--- src/rtl/shift_ctrl_pkg.sv ---
// Shared types and constants for the shift_ctrl serial sequencer.
package shift_ctrl_pkg;
    typedef enum logic [1:0] {IDLE, SHIFT, RESP} state_t;

    localparam logic ID_A = 1'b0;
    localparam logic ID_B = 1'b1;
endpackage

--- src/rtl/shift_core.sv ---
// Full-duplex shift register: parallel load, then shift out while capturing si.
// Direction: MSB-first by default, LSB-first with SHIFT_CTRL_LSB_FIRST_EN.
module shift_core #(
    parameter int WIDTH = 4
) (
    input  logic             clk,
    input  logic             rst,
    input  logic             load,
    input  logic [WIDTH-1:0] load_data,
    input  logic             shift,
    input  logic             si,
    output logic             so,
    output logic [WIDTH-1:0] q
);
    logic [WIDTH-1:0] q_d, q_q;

    always_comb begin
        q_d = q_q;
        if (load) begin
            q_d = load_data;
        end else if (shift) begin
`ifdef SHIFT_CTRL_LSB_FIRST_EN
            q_d = {si, q_q[WIDTH-1:1]};
`else
            q_d = {q_q[WIDTH-2:0], si};
`endif
        end
    end

    always_ff @(posedge clk) begin
        if (rst) q_q <= '0;
        else     q_q <= q_d;
    end

    assign q = q_q;
`ifdef SHIFT_CTRL_LSB_FIRST_EN
    assign so = q_q[0];
`else
    assign so = q_q[WIDTH-1];
`endif
endmodule

--- src/rtl/shift_ctrl.sv ---
// Round-robin arbiter + sequencer sharing one serial shift path between requesters A and B.
// Bit order is selected by SHIFT_CTRL_LSB_FIRST_EN (see shift_core).
module shift_ctrl
    import shift_ctrl_pkg::*;
#(
    parameter int WIDTH = 4
) (
    input  logic             clk,
    input  logic             rst,
    input  logic             a_valid,
    input  logic [WIDTH-1:0] a_data,
    output logic             a_ready,
    input  logic             b_valid,
    input  logic [WIDTH-1:0] b_data,
    output logic             b_ready,
    input  logic             si,
    output logic             so,
    output logic             shift_en,
    output logic             busy,
    output logic             rsp_valid,
    output logic [WIDTH-1:0] rsp_data,
    output logic             rsp_id,
    input  logic             rsp_ready
);
    localparam int CW = $clog2(WIDTH + 1);

    state_t          state_d, state_q;
    logic [CW-1:0]   cnt_d, cnt_q;
    logic            ptr_d, ptr_q;
    logic            id_d, id_q;
    logic            grant_a, grant_b;
    logic            load, shift;
    logic            core_so;
    logic [WIDTH-1:0] core_q;

    always_comb begin
        grant_a = a_valid && (!b_valid || ptr_q == ID_A);
        grant_b = b_valid && (!a_valid || ptr_q == ID_B);
        state_d = state_q;
        cnt_d   = cnt_q;
        ptr_d   = ptr_q;
        id_d    = id_q;
        load    = 1'b0;
        shift   = 1'b0;
        case (state_q)
            IDLE: begin
                if (grant_a || grant_b) begin
                    load    = 1'b1;
                    id_d    = grant_b ? ID_B : ID_A;
                    ptr_d   = grant_b ? ID_A : ID_B;
                    cnt_d   = '0;
                    state_d = SHIFT;
                end
            end
            SHIFT: begin
                shift = 1'b1;
                cnt_d = cnt_q + CW'(1);
                if (cnt_q == CW'(WIDTH - 1)) state_d = RESP;
            end
            RESP: begin
                if (rsp_ready) state_d = IDLE;
            end
            default: state_d = IDLE;
        endcase
    end

    always_ff @(posedge clk) begin
        if (rst) begin
            state_q <= IDLE;
            cnt_q   <= '0;
            ptr_q   <= ID_A;
            id_q    <= ID_A;
        end else begin
            state_q <= state_d;
            cnt_q   <= cnt_d;
            ptr_q   <= ptr_d;
            id_q    <= id_d;
        end
    end

    shift_core #(.WIDTH(WIDTH)) u_core (
        .clk       (clk),
        .rst       (rst),
        .load      (load),
        .load_data (grant_b ? b_data : a_data),
        .shift     (shift),
        .si        (si),
        .so        (core_so),
        .q         (core_q)
    );

    // Ready is combinational so a requester is accepted in the same IDLE cycle it asserts valid.
    assign a_ready   = (state_q == IDLE) && grant_a;
    assign b_ready   = (state_q == IDLE) && grant_b;
    assign shift_en  = (state_q == SHIFT);
    assign so        = shift_en && core_so;
    assign busy      = (state_q != IDLE);
    assign rsp_valid = (state_q == RESP);
    assign rsp_data  = core_q;
    assign rsp_id    = id_q;
endmodule

--- config.mk ---
export PLATFORM = sky130hd
export DESIGN_NAME = shift_ctrl
export DESIGN_NICKNAME = d
export VERILOG_FILES = /design/src/rtl/shift_ctrl_pkg.sv /design/src/rtl/shift_core.sv /design/src/rtl/shift_ctrl.sv
export SDC_FILE = /design/constraint.sdc
export NUM_CORES = 1
export LEC_CHECK = 0
export BUFFER_PORTS_ARGS = -buffer_cell sky130_fd_sc_hd__buf_2
export CAP_MARGIN = 5
export CORE_AREA = 2 2 39 41
export CTS_BUF_LIST = sky130_fd_sc_hd__clkbuf_4
export CTS_CLUSTER_SIZE = 14
export DETAILED_ROUTE_END_ITERATION = 12
export DIE_AREA = 0 0 41 43
export PLACE_DENSITY = 0.72
export RECOVER_POWER = 100
export SLEW_MARGIN = 25
export SYNTH_ARGS = -nofsm -noshare
export SYNTH_HDL_FRONTEND = slang
export SYNTH_SLANG_ARGS = --single-unit
--- constraint.sdc ---
create_clock -name clk -period 1.4 [get_ports clk]
set_input_delay 0.14 -clock clk [delete_from_list [all_inputs] [get_ports clk]]
set_output_delay 0.14 -clock clk [all_outputs]
set_load 0.01 [all_outputs]
Word level (Yosys, flattened, before mapping)
Cells that the tools add are included.
Operators by class
  add/sub/neg operators: 1
  eq/ne operators: 6
  mux-type cells: 14
  bitwise operators: 1
  reduce and logical (&&, ||, !) cells: 17
Operators by type and width (number)
  4-bit 2-to-1 mux: 3
  2-bit 2-to-1 mux: 3
  2-bit case mux with 3 select lines: 1
  3-bit case mux with 2 select lines: 1
  2-bit nonzero test: 3
  1-bit logical AND: 5
  1-bit 2-to-1 mux: 5
  2-bit by 1-bit != test with 1-bit output (second input constant): 2
  2-bit AND reduction: 2
  3-bit by 1-bit adder with 3-bit output (second input constant): 1
  3-bit by 2-bit == test with 1-bit output (second input constant): 1
  1-bit logical OR: 3
  3-bit 2-to-1 mux: 1
  3-bit AND reduction: 1
  2-bit by 1-bit == test with 1-bit output (second input constant): 1
  2-bit == test (second input constant): 1
  1-bit zero test: 2
  2-bit zero test: 1
  2-bit != test (second input constant): 1
  1-bit NOT: 1
Word-level totals
  bits in registers: 11
  input port bits: 14
  output and inout port bits: 11
  word-level logic and storage cells: 44

Logic depth before layout (Yosys ltp)
Gate-level depths: netlist of run 1.
  depth in word-level cells: 7
  gate-level depth with buffers: 5

Cells and area by module
A second synthesis of run 1 with hierarchy kept.
Second synthesis, totals
  cells, all modules: 63
  area total of the unflattened synthesis: 588.1 um^2
By module, submodules not included
  shift_ctrl: times used 1, cells an instance 44, area an instance 390.4 um^2, seq. area each 140.1 um^2
  shift_core: times used 1, cells an instance 19, area an instance 197.7 um^2, seq. area each 80.1 um^2

Least setup slack after synthesis of run 1
Ideal clock, no wire load.
  kind: register to register
  from: register cnt_q[0]
  to: register cnt_q[2]
  setup time: 0.127 ns
  data arrival time: 0.951 ns
  setup slack: 0.322 ns
  stages on the path, launching flop included: 6
  clock period less this slack: 1.078 ns
  cells stage by stage: dfxtp_1 -> ha_1 -> ha_1 -> nor2_1 -> a31oi_1 -> nor2_1
On the way
  longest elaborated chain between the ends: 2
RTL lines
  start: declaration: line shift_ctrl.sv:28  | logic [CW-1:0] cnt_d, cnt_q;
  start signal: assignment: line shift_ctrl.sv:75  | cnt_q <= cnt_d;
  3-bit by 1-bit adder with 3-bit output: line shift_ctrl.sv:57  | cnt_d = cnt_q + CW'(1);
  3-bit case mux with 2 select lines: line shift_ctrl.sv:45  | case (state_q)
No other way between the ends.
A chain may end at the register's enable or synchronous reset.

Worst setup path after layout of run 1
  from: register state_q[0]
  to: output b_ready
On the way
  longest elaborated chain between the ends: 2
RTL lines
  start: declaration: line shift_ctrl.sv:27  | state_t state_d, state_q;
  start signal: assignment: line shift_ctrl.sv:74  | state_q <= state_d;
  2-bit zero test: line shift_ctrl.sv:94  | assign b_ready = (state_q == IDLE) && grant_b;
  1-bit logical AND: line shift_ctrl.sv:94
  end: declaration: line shift_ctrl.sv:15  | output logic b_ready,
No other way between the ends.

==> flow_summary.json, run 1 <==
{
  "status": "complete, no violations",
  "clockPowerShare_pct": 31.4,
  "worstHoldEndpoint": "u_core.q[1]$_SDFFE_PP0P_",
  "slew_violations": 0,
  "p_leak_uw": 0.000348,
  "worst_slew_margin_rel_pct": 83.4,
  "cts_root_buffer": "sky130_fd_sc_hd__clkbuf_4",
  "max_fanout_on_critical_path": 4,
  "critical_path.endpoint_type": "primary output",
  "post_synth_instance_area_um2": 552,
  "wl_per_cell_um": 12.2,
  "die_area_um2": 1760,
  "fillers": 136,
  "timing_worst_setup_path_type": "flip-flop to primary output",
  "most_common_cell_after_layout_fill_and_taps_aside": "sky130_fd_sc_hd__buf_2",
  "grt_setup_unrepaired": "yes",
  "proportion_of_total_power_due_to_net_switching_pct": 28.6,
  "groute.usage.overall_pct": 17.2,
  "num_antenna_cells": 0,
  "setup.worst_path.start_class": "flip-flop",
  "boundaryPins": 25,
  "setup.reg_to_reg.worst_slack_ps": 250,
  "gr-total-overflow": 0,
  "nets": 106,
  "num_vias": 540,
  "syn2layout_area_growth_pct": 31.7,
  "design.core.area_um2": 1380,
  "grt_max_degree": 13,
  "multiInputGateArea_um2": 308,
  "vias_per_cell": 5.14,
  "power_per_cell_area_nw_per_um2": 1040,
  "intPower_uw": 540,
  "dp_hpwl_um": 946,
  "postRouteAntennaNets": 0,
  "yosysWarningCount": 0,
  "initial_core_util_pct": 39.9,
  "layout_common_cells": "19 x sky130_fd_sc_hd__buf_2, 9 x sky130_fd_sc_hd__dfxtp_1, 6 x sky130_fd_sc_hd__a21oi_1",
  "max_clock_buf_depth": 2,
  "cts_inserted_buffers": 3,
  "timing.final.crit_period_ps": 1360,
  "die_w_um": 41,
  "wl_mm": 1.28,
  "first_iter_violations": 12,
  "postCtsHoldBufs": 0,
  "ys_seq_area_share_pct": 39.9,
  "clk_pin_slew_worst_paths_ps": 70,
  "synth_area_per_cell_um2": 8.90,
  "regToRegStartpoint": "state_q[0]$_SDFFE_PP0P_",
  "synth-seq-cells": 11,
  "whs_ps": 147,
  "final_setup_violation_count": 0,
  "via_count_of_the_first_global_routing_pass": 458,
  "final_hold_viol_count": 0,
  "timing.final.crit_share_pct": 97.0,
  "clock_sinks": 11,
  "drc_errors": 0,
  "worst_r2r_path_depth": 5,
  "chipHeight_um": 43,
  "area.sequential_um2": 223,
  "power.combinational.fraction_pct": 21.1,
  "synth_cell_types": 25,
  "antenna_found_initial": 0,
  "port-buffer-count": 24,
  "timing.critical_path.arrival_ps": 1220,
  "synthesis.instances": 62,
  "total_switching_power_uw": 216,
  "wire_length_of_the_first_global_routing_pass_mm": 1.99,
  "layout-drive-gt1-share_pct": 39.3,
  "finalNonFillerCells": 105,
  "clock-skew-final_ps": 1.18,
  "terminus_of_the_critical_flop_to_flop_path": "u_core.q[2]$_SDFFE_PP0P_",
  "placed_cells": 100,
  "peakVddDrop_v": 0.000579,
  "fin_ws_ps": 42.5,
  "number_of_iterations_in_the_first_detailed_routing_pass": 4,
  "clock_tree_from_tritoncts": "yes",
  "later_pin_clock_latency_in_the_skew_report_ps": 270,
  "tightest_slew_ps": 248,
  "count_of_h_tree_levels_built_during_cts": 1,
  "hold_class": "input port to flip-flop",
  "syn_nets": 78,
  "critical_path_required_ps": 1260,
  "holdPathStages": 3,
  "num_rows": 14,
  "fmax_mhz": 737,
  "worst_hold_startpoint": "b_data[1]",
  "post-place-ws_ps": 251,
  "max-cap-violations": 0,
  "sequentialPowerShare_pct": 47.5,
  "replace_congestion": 0.731
}
==> worst max path at each step <==
stage,start,endpoint,slack (ps),depth (start not counted)
after floorplan,cnt_q[0]$_SDFFE_PP0P_,cnt_q[2]$_SDFFE_PP0P_,320,5
after global placement,state_q[1]$_SDFFE_PP0P_,b_ready,270,5
after detailed placement,state_q[1]$_SDFFE_PP0P_,b_ready,250,5
after CTS,state_q[0]$_SDFFE_PP0P_,b_ready,-20,5
after global routing,state_q[0]$_SDFFE_PP0P_,b_ready,-10,5
final,state_q[0]$_SDFFE_PP0P_,b_ready,40,5
==> critical path, stage by stage (launching register included) <==
cell and delay (ps):
sky130_fd_sc_hd__dfxtp_2 360, sky130_fd_sc_hd__nor2_4 120, sky130_fd_sc_hd__inv_1 50, sky130_fd_sc_hd__or2_1 240
sky130_fd_sc_hd__inv_1 60, sky130_fd_sc_hd__buf_2 120
==> logic make-up (layout without fill, tap and decap cells) <==
group | count (synthesis) | count (layout) | share of synthesized area (%)
multiplexers | 4 | 4 | 7.26
AND/OR/NAND/NOR | 18 | 18 | 18.1
flip-flops | 11 | 11 | 39.9
AO/OA/AOI/OAI | 19 | 19 | 24.0
buffers and inverters | 8 | 35 | 6.12
adder cells (fa/ha/maj) | 2 | 2 | 4.53
==> cell type report <==
class                      count  area share [%]
sequential                    11            30.6
multi-input combinational     43            42.3
inverter                       6            3.44
clock buffer                   4            4.13
tap                           16            2.75
timing repair buffer          25            16.7
==> power groups by stage <==
| stage | logic [uW] | registers, uW | clock network (uW) |
|---|---|---|---|
| final | 160 | 359 | 237 |
| after global routing | 177 | 361 | 250 |
| after CTS | 156 | 356 | 243 |
| after detailed placement | 154 | 362 | 0 |
| after global placement | 151 | 361 | 0 |
| after floorplan | 92.6 | 364 | 0 |
==> Yosys cell counts <==
| master | instances | area share, % |
|---|---|---|
| sky130_fd_sc_hd__dfxtp_1 | 11 | 40 |
| sky130_fd_sc_hd__a21oi_1 | 6 | 5.4 |
| sky130_fd_sc_hd__a22oi_1 | 5 | 6.8 |
| sky130_fd_sc_hd__nor2_1 | 5 | 3.4 |
| sky130_fd_sc_hd__inv_1 | 4 | 2.7 |
| sky130_fd_sc_hd__mux2i_1 | 4 | 7.3 |
| sky130_fd_sc_hd__o22ai_1 | 4 | 4.5 |
| sky130_fd_sc_hd__nand2_1 | 3 | 2.0 |
| sky130_fd_sc_hd__ha_1 | 2 | 4.5 |
| sky130_fd_sc_hd__inv_2 | 2 | 1.4 |
| sky130_fd_sc_hd__or2_4 | 2 | 3.2 |
| sky130_fd_sc_hd__a311oi_1 | 1 | 1.6 |
| sky130_fd_sc_hd__a31oi_1 | 1 | 1.1 |
| sky130_fd_sc_hd__and2_1 | 1 | 1.1 |
| sky130_fd_sc_hd__and2b_2 | 1 | 1.6 |
| sky130_fd_sc_hd__buf_4 | 1 | 1.4 |
| sky130_fd_sc_hd__clkbuf_1 | 1 | 0.68 |
| sky130_fd_sc_hd__nand2b_1 | 1 | 1.1 |
| sky130_fd_sc_hd__nand2b_2 | 1 | 1.6 |
| sky130_fd_sc_hd__nand3_1 | 1 | 0.91 |
| sky130_fd_sc_hd__nor2_2 | 1 | 1.1 |
| sky130_fd_sc_hd__nor3_1 | 1 | 0.91 |
| sky130_fd_sc_hd__o21ai_2 | 1 | 1.6 |
| sky130_fd_sc_hd__o21ai_4 | 1 | 2.9 |
| sky130_fd_sc_hd__or2_1 | 1 | 1.1 |
==> flip-flops by register name, summed over array words and instances, names as in the netlist <==
signal	count
u_core.q	4
cnt_q	3
state_q	2
ptr_q	1
rsp_id	1
==> metrics by stage <==
stage	instance area [um^2]	utilization, %	TNS (ps)	total power [uW]
2_1_floorplan	552	-	0	457
4_1_cts	717	51.8	-19.4	756
3_5_place_dp	681	49.2	0	516
3_3_place_gp	681	49.2	0	512
5_1_grt	727	52.5	-11.4	788
6_report	727	52.5	0	755
==> what timing repair did <==
item,in CTS,in global routing
buffers inserted,0,1
resized for setup,2,3
pin swaps,0,2
setup endpoints to repair,1,2
cloned,0,0
==> per-layer routing <==
metal / routed length [um] / part of all wire, % / vias up / global-route usage, %
met3: 55 / 4.3 / 6 / 4.71
met1: 545 / 43 / 241 / 21.6
met2: 636 / 50 / 19 / 24.1
met4: 42 / 3.3 / 0 / 12.0
li1: - / - / 274 / -
met5: 0 / 0 / - / 0
No activity file was read; power rests on OpenSTA's default activity.
==> run 2: changes to the inputs <==
BUFFER_PORTS_ARGS = not set   (was -buffer_cell sky130_fd_sc_hd__buf_2)
CORE_AREA = not set   (was 2 2 39 41)
CORE_MARGIN = 2   (was not set)
CORE_UTILIZATION = 30   (was not set)
DIE_AREA = not set   (was 0 0 41 43)
DONT_BUFFER_PORTS = 1   (was not set)
PLACE_DENSITY = 0.44   (was 0.72)
SLEW_MARGIN = 20   (was 25)
==> run 2 against run 1 <==
  * Routed wire length is 7.5% lower
  * Via count is 15% lower
  * Utilization shrank 16 points
  * Sequential power grew 2%
  * Critical endpoint unchanged
  * Die area is 25% higher
  * Cell count down 12%
  * Critical path depth shrank 1
  * Register-to-register slack got worse by 50 ps
  * Design area shrank 13%
  * Setup slack improved by 27 ps
  * Flip-flop and latch count unchanged
==> flow_summary.json, run 2 (synthesis results as in run 1) <==
{
  "number_of_iterations_in_the_first_detailed_routing_pass": 4,
  "regToRegStartpoint": "state_q[0]$_SDFFE_PP0P_",
  "p_leak_uw": 0.000263,
  "clock-skew-final_ps": 7.30,
  "post-place-ws_ps": 262,
  "antenna_found_initial": 0,
  "design.core.area_um2": 1730,
  "final_hold_viol_count": 0,
  "worstHoldEndpoint": "u_core.q[2]$_SDFFE_PP0P_",
  "multiInputGateArea_um2": 297,
  "timing.critical_path.max_delay_family": "simple AND/OR/NAND/NOR gates",
  "num_vias": 459,
  "count_of_h_tree_levels_built_during_cts": 1,
  "fillers": 197,
  "timing.final.crit_share_pct": 95.0,
  "cts_inserted_buffers": 3,
  "wire_length_of_the_first_global_routing_pass_mm": 1.90,
  "groute.usage.overall_pct": 13.0,
  "fmax_mhz": 752,
  "syn2layout_area_growth_pct": 14.5,
  "clk_pin_slew_worst_paths_ps": 70,
  "gr-total-overflow": 0,
  "max_clock_buf_depth": 2,
  "initial_core_util_pct": 32.0,
  "critical_path_required_ps": 1260,
  "clock_tree_from_tritoncts": "yes",
  "postRouteAntennaNets": 0,
  "timing.critical_path.cells": "nor2_4, inv_1, or2_1, inv_2",
  "wl_mm": 1.18,
  "replace_congestion": 0.645,
  "wl_per_cell_um": 12.9,
  "timing.critical_path.arrival_ps": 1190,
  "timing_worst_setup_path_type": "flip-flop to primary output",
  "die_area_um2": 2200,
  "setup-tns-final_ps": 0,
  "grt_setup_unrepaired": "no",
  "worst_hold_startpoint": "b_data[2]",
  "clock_sinks": 11,
  "layout_common_cells": "10 x sky130_fd_sc_hd__dfxtp_1, 6 x sky130_fd_sc_hd__a21oi_1, 5 x sky130_fd_sc_hd__a22oi_1, 5 x sky130_fd_sc_hd__nor2_1, 5 x sky130_fd_sc_hd__clkbuf_4",
  "peakVddDrop_v": 0.000550,
  "critical_path.endpoint_type": "primary output",
  "port-buffer-count": 0,
  "max_stage_delay_ps": 350,
  "cp.buffers_inverters": 2,
  "power_per_cell_area_nw_per_um2": 1130,
  "num_antenna_cells": 0,
  "tightest_slew_ps": 414,
  "num_rows": 15,
  "worst_r2r_path_depth": 5,
  "max_fanout_on_critical_path": 5,
  "timing.final.crit_period_ps": 1330,
  "holdPathStages": 2,
  "via_count_of_the_first_global_routing_pass": 438,
  "later_pin_clock_latency_in_the_skew_report_ps": 270,
  "largest_register_ffs": 4,
  "cts_root_buffer": "sky130_fd_sc_hd__clkbuf_4",
  "grt_max_degree": 12,
  "most_common_cell_after_layout_fill_and_taps_aside": "sky130_fd_sc_hd__dfxtp_1",
  "vias_per_cell": 4.99,
  "dp_hpwl_um": 819,
  "slowest_stage": "sky130_fd_sc_hd__dfxtp_2",
  "status": "complete, no violations",
  "chipHeight_um": 46.9,
  "hold_class": "input port to flip-flop",
  "max-cap-violations": 0,
  "nets": 84,
  "fin_ws_ps": 69.4,
  "first_iter_violations": 4,
  "boundaryPins": 25,
  "terminus_of_the_critical_flop_to_flop_path": "u_core.q[2]$_SDFFE_PP0P_",
  "setup.reg_to_reg.worst_slack_ps": 200,
  "layout-drive-gt1-share_pct": 20.9,
  "area.sequential_um2": 221,
  "final_setup_violation_count": 0,
  "slew_violations": 0,
  "setup.worst_path.start_class": "flip-flop",
  "die_w_um": 46.9,
  "drc_errors": 0,
  "worst_slew_margin_rel_pct": 72.3
}
-- run 2: power breakdown --
part | switching (uW) | internal (uW) | total, uW
Clock | 105 | 130 | 234
Combinational | 63.1 | 48.5 | 112
Sequential | 28.7 | 336 | 365
Total | 196 | 514 | 711
-- run 2: how the worst max path moves through the flow --
stage	endpoint	slack, ps	startpoint	cells after the start
2_1_floorplan	cnt_q[2]$_SDFFE_PP0P_	320	cnt_q[0]$_SDFFE_PP0P_	5
3_3_place_gp	b_ready	250	state_q[1]$_SDFFE_PP0P_	4
3_5_place_dp	b_ready	260	state_q[1]$_SDFFE_PP0P_	4
4_1_cts	b_ready	4	state_q[1]$_SDFFE_PP0P_	4
5_1_grt	b_ready	8	state_q[0]$_SDFFE_PP0P_	4
6_report	b_ready	70	state_q[0]$_SDFFE_PP0P_	4
-- run 2: metrics by stage --
stage	total power, uW	std cells	area (um^2)	utilization (%)	hold slack (ps)
global placement	471	85	572	33.1	214
global route	746	92	632	36.6	56.9
CTS	719	91	627	36.3	46.1
detailed placement	470	85	572	33.1	215
floorplan	457	62	552	-	212
finish	711	92	632	36.6	49.7
-- run 2: cell type report --
| type | instances | area share [%] |
|---|---|---|
| flip-flops and latches | 11 | 35.0 |
| multi-input cells | 43 | 46.9 |
| repair buffers | 3 | 4.36 |
| clock buffers | 4 | 4.75 |
| well taps | 25 | 4.95 |
| inverters | 6 | 3.96 |
-- run 2: repair_timing --
action	4_1_cts	5_1_grt
hold endpoints to repair	11	0
hold buffers	2	0
setup buffers	0	1
pin swaps	0	1
resized for setup	1	3
setup endpoints to repair	1	2
-- run 2: metal layers --
layer	vias to the layer above	wire length (um)	GRT usage (%)	part of all wire, %
li1	233	-	-	-
met1	204	539	16.1	46
met2	20	541	19.2	46
met3	2	85	3.08	7.2
met4	0	16	10.0	1.4
met5	-	0	0	0
==> run 3: changes to the inputs <==
HOLD_SLACK_MARGIN = 0.1   (was not set)
SYNTH_HIERARCHICAL = 1   (was not set)
==> run 3 against run 2 <==
  * Power up 1.5%
  * Global-route usage up 0.19 points
  * Routed wire length up 15%
  * Sequential power about the same
  * Critical path type unchanged
  * Largest power group unchanged
==> flow_summary.json, run 3 <==
{
  "first_iter_violations": 9,
  "synthAdderAreaFrac_pct": 4.26,
  "cts_root_buffer": "sky130_fd_sc_hd__clkbuf_4",
  "tightest_slew_ps": 452,
  "via_count_of_the_first_global_routing_pass": 449,
  "wl_mm": 1.36,
  "timing.critical_path.cells": "or3b_1, a21oi_2",
  "die_w_um": 48.3,
  "max_stage_delay_ps": 430,
  "final_hold_viol_count": 0,
  "whs_ps": 117,
  "status": "complete, no violations",
  "number_of_iterations_in_the_first_detailed_routing_pass": 3,
  "num_rows": 16,
  "netlist.top_cell.by_area": "sky130_fd_sc_hd__dfxtp_1",
  "vias_per_cell": 4.93,
  "clock_sinks": 11,
  "dominant_combinational_cell_family_by_area_after_synthesis": "simple AND/OR/NAND/NOR gates",
  "count_of_h_tree_levels_built_during_cts": 1,
  "synth_flop_cell": "sky130_fd_sc_hd__dfxtp_1",
  "synthesis.instances": 63,
  "drc_errors": 0,
  "post_synth_instance_area_um2": 588,
  "later_pin_clock_latency_in_the_skew_report_ps": 260,
  "regToRegStartpoint": "ptr_q$_SDFFE_PP0P_",
  "ys_seq_area_share_pct": 37.4,
  "largest_register_ffs": 4,
  "timing.critical_path.arrival_ps": 1220,
  "synth_area_per_cell_um2": 9.33,
  "syn2layout_area_growth_pct": 22.3,
  "dp_hpwl_um": 993,
  "power_per_cell_area_nw_per_um2": 1000,
  "worst_hold_startpoint": "a_valid",
  "critical_path.endpoint_type": "primary output",
  "setup.worst_path.start_class": "flip-flop",
  "synth.area.top_cells": "sky130_fd_sc_hd__dfxtp_1 37%, sky130_fd_sc_hd__mux2i_1 6.8%, sky130_fd_sc_hd__a211oi_1 6.4%",
  "slew_violations": 0,
  "wl_per_cell_um": 13.6,
  "die_area_um2": 2330,
  "groute.usage.overall_pct": 13.1,
  "async_flop_share_pct": 0,
  "worst_slew_margin_rel_pct": 69.7,
  "postRouteAntennaNets": 0,
  "wire_length_of_the_first_global_routing_pass_mm": 2.07,
  "clock_tree_from_tritoncts": "yes",
  "port-buffer-count": 0,
  "grt_max_degree": 12,
  "num_antenna_cells": 0,
  "p_leak_uw": 0.000275,
  "grt_setup_unrepaired": "yes",
  "timing.final.crit_period_ps": 1360,
  "num_vias": 493,
  "yosys.area_share.xor_xnor_pct": 0,
  "chipHeight_um": 48.3,
  "max_clock_buf_depth": 2,
  "timing.critical_path.max_delay_family": "simple AND/OR/NAND/NOR gates",
  "share_of_cell_area_taken_by_muxes_after_synthesis_pct": 14.5,
  "synth_cell_types": 24,
  "yosysWarningCount": 6,
  "synth_enable_flop_cells": 0,
  "max_fanout_on_critical_path": 6,
  "fmax_mhz": 735,
  "boundaryPins": 25,
  "hold_class": "input port to flip-flop",
  "clk_pin_slew_worst_paths_ps": 70,
  "synth-simple-area-share_pct": 21.7,
  "synth_compound_area_share_pct": 17.0,
  "design.core.area_um2": 1900,
  "total_power_uw": 721,
  "critical_path_required_ps": 1260,
  "layout_common_cells": "10 x sky130_fd_sc_hd__dfxtp_1, 5 x sky130_fd_sc_hd__a211oi_1",
  "timing.final.crit_share_pct": 97.2,
  "peakVddDrop_v": 0.000353,
  "max-cap-violations": 0,
  "cp.buffers_inverters": 0,
  "initial_core_util_pct": 30.9,
  "replace_congestion": 0.675,
  "synthMostInstantiatedCell": "sky130_fd_sc_hd__dfxtp_1",
  "antenna_found_initial": 0,
  "worstSetupStartpoint": "state_q[1]$_SDFFE_PP0P_",
  "slowest_stage": "sky130_fd_sc_hd__or3b_1",
  "timing_worst_setup_path_type": "flip-flop to primary output",
  "nets": 90,
  "synth_common_cells": "11 x sky130_fd_sc_hd__dfxtp_1, 6 x sky130_fd_sc_hd__nor2_1, 5 x sky130_fd_sc_hd__a211oi_1, 5 x sky130_fd_sc_hd__a21oi_1, 5 x sky130_fd_sc_hd__nor2b_1",
  "final_setup_violation_count": 0,
  "syn_nets": 79,
  "clock-skew-final_ps": 2.01,
  "yosysTopAreaCellShare_pct": 37.4,
  "most_common_cell_after_layout_fill_and_taps_aside": "sky130_fd_sc_hd__dfxtp_1",
  "cts_setup_buffers": 0,
  "layout-drive-gt1-share_pct": 26.0,
  "gr-total-overflow": 0,
  "cts_inserted_buffers": 3,
  "synth-seq-cells": 11
}
[run 3: cell types whose count changed in the layout (fill, tap and decap cells not counted), sizes merged, moves of 3 or more]
cell | previous run | this run
mux2 | 0 | 4
a22oi | 5 | 0
inv | 6 | 3
buf | 0 | 3
o22ai | 4 | 0
or2 | 3 | 0
nor2b | 0 | 5
a211oi | 0 | 5
[run 3: worst reg2reg max path, delay by kind of cell (launching register included)]
family | cells | cell delay, ps
compound gates | 1 | 50
mux | 1 | 350
flops | 1 | 350
simple gates | 3 | 440
[run 3: final cells by class]
class,count,area (um^2)
Fill cell,196,1180
Multi-Input combinational cell,48,360
Sequential cell,11,221
Timing Repair Buffer,7,62.6
Tap cell,27,33.8
Clock buffer,4,30.0
Inverter,3,11.3
[run 3: per-layer routing]
layer	share of wire [%]	track usage (%)	vias up
met5	0	0	-
met4	0.88	4.86	0
met3	7.3	5.19	2
met2	46	18.7	11
met1	46	17.8	231
li1	-	-	249
[run 3: kinds of logic (layout without fill, tap and decap cells)]
family,count (synthesis),in the layout
AND/OR/NAND/NOR,22,23
adder cells (fa/ha/maj),2,2
buffers and inverters,5,14
AO/OA/AOI/OAI,15,15
flip-flops,11,11
multiplexers,8,8
[run 3: repair_timing]
item                                   4_1_cts  5_1_grt
setup endpoints to repair                    2        7
gates resized for setup                      3        4
endpoints found under the hold margin       11       11
cloned                                       0        1
pin swaps                                    0        1
[run 3: metrics by stage]
stage | worst slack, ps | utilization (%) | cells | setup TNS, ps | instance area (um^2)
finish | 39.6 | 37.8 | 100 | 0 | 719
global route | -21.8 | 37.8 | 100 | -36.7 | 719
CTS | 2.65 | 34.9 | 95 | 0 | 663
detailed placement | 47.3 | 32.9 | 91 | 0 | 626
global placement | 85.9 | 32.9 | 91 | 0 | 626
floorplan | 181 | - | 63 | 0 | 588
[run 3: final timing paths]
path / end / slack [ps] / depth (start not counted)
setup / recovery: a_ready / 40 / 2
hold / removal: cnt_q[0]$_SDFFE_PP0P_ / 120 / 3
setup reg to reg: u_core/q[1]$_SDFFE_PP0P_ / 90 / 5
hold reg to reg: cnt_q[0]$_SDFFE_PP0P_ / 480 / 1
[run 3: power breakdown]
part	total (uW)	switching (uW)	internal, uW
clock	234	104	129
sequential	365	28.7	337
combinational	122	61.1	61.2
total	721	194	527
